==> config.mk <==
export PLATFORM = sky130hd
export DESIGN_NAME = prospect_car_sensor
export DESIGN_NICKNAME = d
export VERILOG_FILES = /design/src/rtl/prospect_car_sensor.sv
export SDC_FILE = /design/constraint.sdc
export NUM_CORES = 1
export LEC_CHECK = 0
export CORE_MARGIN = 2
export CORE_UTILIZATION = 40
export DETAILED_ROUTE_END_ITERATION = 8
export HOLD_SLACK_MARGIN = 0.08
export PLACE_DENSITY = 0.66
export SYNTH_ARGS = -nofsm -noshare
export SYNTH_HDL_FRONTEND = slang
export SYNTH_SLANG_ARGS = --single-unit
==> constraint.sdc <==
create_clock -name clk -period 6.8 [get_ports clk]
set_clock_uncertainty 0.2 [all_clocks]
set_input_delay 1.36 -clock clk [delete_from_list [all_inputs] [get_ports clk]]
set_output_delay 1.36 -clock clk [all_outputs]
set_load 0.05 [all_outputs]
==> src/rtl/prospect_car_sensor.sv <==
// Prospect approach vehicle detector: synchronized, debounced loop with a saturating car queue.
// Build option: define RTOR_EN to let departures on a red light (right turn on red) retire cars.
module prospect_car_sensor #(
  parameter int DEBOUNCE = 2,
  parameter int QW       = 4
) (
  input  logic          clk,
  input  logic          rst,
  input  logic          loop_raw,
  input  logic          depart,
  input  logic [2:0]    light_pros,
  output logic          car_present,
  output logic [QW-1:0] queue_count,
  output logic          arrival,
  output logic          overflow,
  output logic          light_err
);

  // state     | meaning
  // IDLE      | loop empty, waiting for a rising level
  // RISE_WAIT | loop high, counting samples before accepting a car
  // OCCUPIED  | car accepted, loop still covered
  // FALL_WAIT | loop low, counting samples before declaring it empty
  typedef enum logic [1:0] {IDLE, RISE_WAIT, OCCUPIED, FALL_WAIT} state_t;

  localparam logic [2:0]    LIGHT_GRN = 3'b100;
  localparam logic [2:0]    LIGHT_YLW = 3'b010;
  localparam logic [2:0]    LIGHT_RED = 3'b001;
  localparam logic [3:0]    CNT_LAST  = 4'(DEBOUNCE - 1);
  localparam logic [QW-1:0] Q_MAX     = '1;

  logic          r_sync1;
  logic          r_sync2;
  state_t        r_state;
  logic [3:0]    r_cnt;

  logic          w_arrive;
  logic          w_light_ok;
  logic          w_dep_ok;
  logic          w_depart;
  logic [QW-1:0] w_q_next;
  logic          w_ovf_set;

  always_ff @(posedge clk or posedge rst) begin
    if (rst) begin
      r_sync1 <= 1'b0;
      r_sync2 <= 1'b0;
    end else begin
      r_sync1 <= loop_raw;
      r_sync2 <= r_sync1;
    end
  end

  assign w_arrive   = (r_state == RISE_WAIT) && r_sync2 && (r_cnt == CNT_LAST);
  assign w_light_ok = (light_pros == LIGHT_GRN) || (light_pros == LIGHT_YLW) ||
                      (light_pros == LIGHT_RED);

`ifdef RTOR_EN
  assign w_dep_ok = w_light_ok;
`else
  assign w_dep_ok = (light_pros == LIGHT_GRN) || (light_pros == LIGHT_YLW);
`endif

  assign w_depart = depart && w_dep_ok;

  // A simultaneous arrival and departure cancel, so a full queue does not flag overflow.
  always_comb begin
    w_q_next  = queue_count;
    w_ovf_set = 1'b0;
    case ({w_arrive, w_depart})
      2'b10: begin
        if (queue_count == Q_MAX) w_ovf_set = 1'b1;
        else                      w_q_next  = queue_count + 1'b1;
      end
      2'b01: begin
        if (queue_count != '0) w_q_next = queue_count - 1'b1;
      end
      default: w_q_next = queue_count;
    endcase
  end

  always_ff @(posedge clk or posedge rst) begin
    if (rst) begin
      r_state     <= IDLE;
      r_cnt       <= '0;
      queue_count <= '0;
      car_present <= 1'b0;
      arrival     <= 1'b0;
      overflow    <= 1'b0;
      light_err   <= 1'b0;
    end else begin
      case (r_state)
        IDLE: begin
          if (r_sync2) begin
            r_state <= RISE_WAIT;
            r_cnt   <= '0;
          end
        end
        RISE_WAIT: begin
          if (!r_sync2)               r_state <= IDLE;
          else if (r_cnt == CNT_LAST) r_state <= OCCUPIED;
          else                        r_cnt   <= r_cnt + 1'b1;
        end
        OCCUPIED: begin
          if (!r_sync2) begin
            r_state <= FALL_WAIT;
            r_cnt   <= '0;
          end
        end
        FALL_WAIT: begin
          if (r_sync2)                r_state <= OCCUPIED;
          else if (r_cnt == CNT_LAST) r_state <= IDLE;
          else                        r_cnt   <= r_cnt + 1'b1;
        end
        default: r_state <= IDLE;
      endcase
      queue_count <= w_q_next;
      car_present <= (w_q_next != '0);
      arrival     <= w_arrive;
      overflow    <= overflow | w_ovf_set;
      light_err   <= !w_light_ok;
    end
  end

endmodule
==> out/qor.yml <==
power_and_ir_drop:
  comb_power_share_pct: 38.4
  static-leakage-power_nw: 0.486
  max-vdd-ir-drop_uv: 154
  p_int_mw: 0.192
  register_share_of_total_power_pct: 45.6
  swShare_pct: 38.9
  clock_power_share_pct: 16.0
  total_switching_power_mw: 0.122
  pwr_density_cell_nw_per_um2: 289
sta:
  hold_violations: 0
  grt_setup_unrepaired: "false"
  tightestPinTransition_ns: 0.610
  slew_violations: 0
  totalNegativeSetupSlack_ns: 0
  finalWorstPathRequiredPeriod_ns: 3.67
  fmaxAchievable_ghz: 0.272
  period_utilization_post_route_pct: 54.0
  slew_headroom_pct: 59.1
  setup_viol: 0
cts:
  maximum_count_of_clock_buffers_along_a_single_path: 2
  cts-root-buf: "sky130_fd_sc_hd__clkbuf_4"
  worst_skew_pair.late_latency_ns: 0.29
  tritoncts: "done"
  cts_num_sinks: 16
  hold_buffers: 0
  cts_resized: 0
  cts_inserted_buffers: 3
  clkTransAtPathRegs_ns: 0.09
  htree_levels: 1
  cts_setup_buffers: 0
drt:
  drc: 0
  wl_per_cell_um: 13.2
  route.vias.total: 695
  drtAntennaViolNets: 0
  detail_route.iter0.violations: 16
  routed_via_density: 5.39
  drt_wl_total_um: 1700
  drtPass1Iterations: 4
critical_path:
  required_ns: 6.78
  critical_path.startpoint_type: "input pin"
  critPathArrivalTime_ns: 3.65
  setup.worst_path.class: "input pin to flip-flop"
  crit_path_max_fanout: 9
  critical_path.endpoint_type: "flip-flop"
worst_hold_path:
  min_path_type: "flip-flop to flip-flop"
place:
  port_buffers: 14
  globalplace.congestion: 0.779
  dpl.cell_count: 126
  dp_hpwl_um: 1230
  placed_cell_area_um2: 1060
synth:
  synth_nets: 100
  dominant_combinational_cell_family_by_area_after_synthesis: "simple AND/OR/NAND/NOR gates"
  yosys.area_share.adder_pct: 8.24
  synth.area.top_cells: "sky130_fd_sc_hd__dfrtp_1, sky130_fd_sc_hd__ha_1, sky130_fd_sc_hd__a22o_1, sky130_fd_sc_hd__o21ai_0, sky130_fd_sc_hd__inv_1"
  cell_area_after_technology_mapping_um2: 911
  post_synth_mux_area_share_pct: 2.34
  synth-compound-area-share_pct: 18.5
  synth_enable_flop_cells: 0
  synth_warnings: 0
  synth.distinct_cells: 39
  ys_seq_area_share_pct: 44.0
  primary_flip_flop_cell_chosen_by_synthesis_mapping: "sky130_fd_sc_hd__dfrtp_1"
  yosysTopAreaCellShare_pct: 44.0
  syn_area_per_cell_um2: 10.5
  yosys.area.top_type: "sky130_fd_sc_hd__dfrtp_1"
  synth-xor-area-share_pct: 1.92
  yosys_register_bits: 16
  synth_simple_gate_area_share_pct: 19.2
  netlist_instances: 87
  postSynth.asyncResetShare_pct: 100
job:
  max-cap-violations: 0
finish:
  diodes: 0
  fin_area_um2: 1090
  drive_above_1_share_pct: 8.91
  finish.cell_count_without_fillers: 129
  layout.nets: 116
  fillers: 226
  layout-area-overhead-vs-synth_pct: 19.2
global_routing:
  antenna_found_initial: 0
  gr-usage-all-layers_pct: 15.0
  first_global_vias: 675
  grt_max_degree: 17
  grt_first_pass_wirelength_um: 2990
  grt_remaining_overflow: 0
floorplan:
  die_width_um: 51.7
  dieArea_um2: 2670
  placement_rows: 17
  core_um2: 2190
  dieHeight_um: 51.7
  top_level_ports: 15
  initial_core_util_pct: 41.6
outcome:
  status: "finished clean"
-- metrics by stage --
stage	total power, mW	setup slack, ns	util, %	hold slack, ns
finish	0.313	3.13	49.6	0.163
floorplan	0.231	3.34	-	0.131
CTS	0.317	3.13	49.6	0.166
global route	0.338	2.92	49.6	0.170
detailed placement	0.266	2.81	48.5	0.146
global placement	0.262	2.84	48.5	0.139
-- cells in the mapped netlist (2+ instances only) --
cell type / n
sky130_fd_sc_hd__nor3b_1: 2
sky130_fd_sc_hd__inv_1: 8
sky130_fd_sc_hd__a221o_1: 2
sky130_fd_sc_hd__nand3_1: 2
sky130_fd_sc_hd__nand2b_1: 4
sky130_fd_sc_hd__nand2_1: 3
sky130_fd_sc_hd__nor3_1: 2
sky130_fd_sc_hd__dfrtp_1: 16
sky130_fd_sc_hd__nor2_1: 3
sky130_fd_sc_hd__o21ai_0: 7
sky130_fd_sc_hd__a22o_1: 4
sky130_fd_sc_hd__nor4b_1: 2
sky130_fd_sc_hd__ha_1: 6
-- area by class of cell --
cell class	count	area, µm²	share of cell area, %
multi-input cells	60	458	42.2
clock buffers	3	22.5	2.07
well taps	28	35.0	3.23
inverters	8	30.0	2.76
repair buffers	14	140	12.9
flip-flops and latches	16	400	36.9
-- path summary, 6_finish.rpt --
| kind | from | to | slack, ns | depth (start not counted) |
|---|---|---|---|---|
| min in group asynchronous | rst | light_err | 1.21 | 2 |
| worst min-delay path | r_sync1 | r_sync2 | 0.16 | 0 |
| max in group asynchronous | rst | r_cnt[1] | 4.81 | 2 |
| worst max-delay path | light_pros[1] | car_present | 3.13 | 8 |
| worst max register to register | r_cnt[1] | car_present | 3.57 | 9 |
| worst min register to register | r_sync1 | r_sync2 | 0.16 | 0 |
-- sequential cells by signal, summed over array words and instances, names as in the netlist, named ones only --
| signal | count |
|---|---|
| r_state | 1 |
| light_err | 1 |
| r_cnt | 4 |
| r_sync2 | 1 |
| overflow | 1 |
| arrival | 1 |
| r_sync1 | 1 |
| car_present | 1 |
| queue_count | 4 |
-- kinds of logic after synthesis --
group,count (synthesis)
AOI/OAI and AO/OA,23
DFF,16
and+or+nand+nor,27
buffers and inverters,11
adders and majority gates,6
xor gates and xnor gates,2
muxes,2
-- power by group through the flow --
stage / sequential [mW] / combinational [mW] / clock [mW]
after floorplan: 0.157 / 0.0741 / 0
after global placement: 0.144 / 0.118 / 0
after detailed placement: 0.145 / 0.121 / 0
after CTS: 0.143 / 0.121 / 0.0525
after global routing: 0.147 / 0.135 / 0.0562
final: 0.143 / 0.120 / 0.0502
-- cells in the final DEF, fill, tap and decap left out, drive strengths merged, types with 3 or more instances in the layout --
master | synthesis | routed
clkdlybuf4s50 | 0 | 14
inv | 8 | 8
a22o | 5 | 5
nor2 | 3 | 3
nand2 | 3 | 3
dfrtp | 16 | 16
o21ai | 7 | 7
ha | 6 | 6
clkbuf | 1 | 3
nand2b | 4 | 4
-- per-layer routing --
| metal | global-route usage, % | up-vias | wire (µm) |
|---|---|---|---|
| met5 | 0 | - | 0 |
| met4 | 6.58 | 0 | 22 |
| met3 | 2.87 | 3 | 79 |
| met2 | 24.8 | 17 | 794 |
| li1 | - | 353 | - |
| met1 | 19.1 | 322 | 801 |
-- worst max-delay path: stages --
cell	delay [ns]
sky130_fd_sc_hd__clkdlybuf4s50_1	0.43
sky130_fd_sc_hd__xor2_1	0.18
sky130_fd_sc_hd__and3b_1	0.19
sky130_fd_sc_hd__ha_1	0.41
sky130_fd_sc_hd__nor4b_1	0.09
sky130_fd_sc_hd__a221oi_1	0.31
sky130_fd_sc_hd__o21ai_0	0.16
sky130_fd_sc_hd__or4_1	0.52
(Power assumes the default switching activity.)
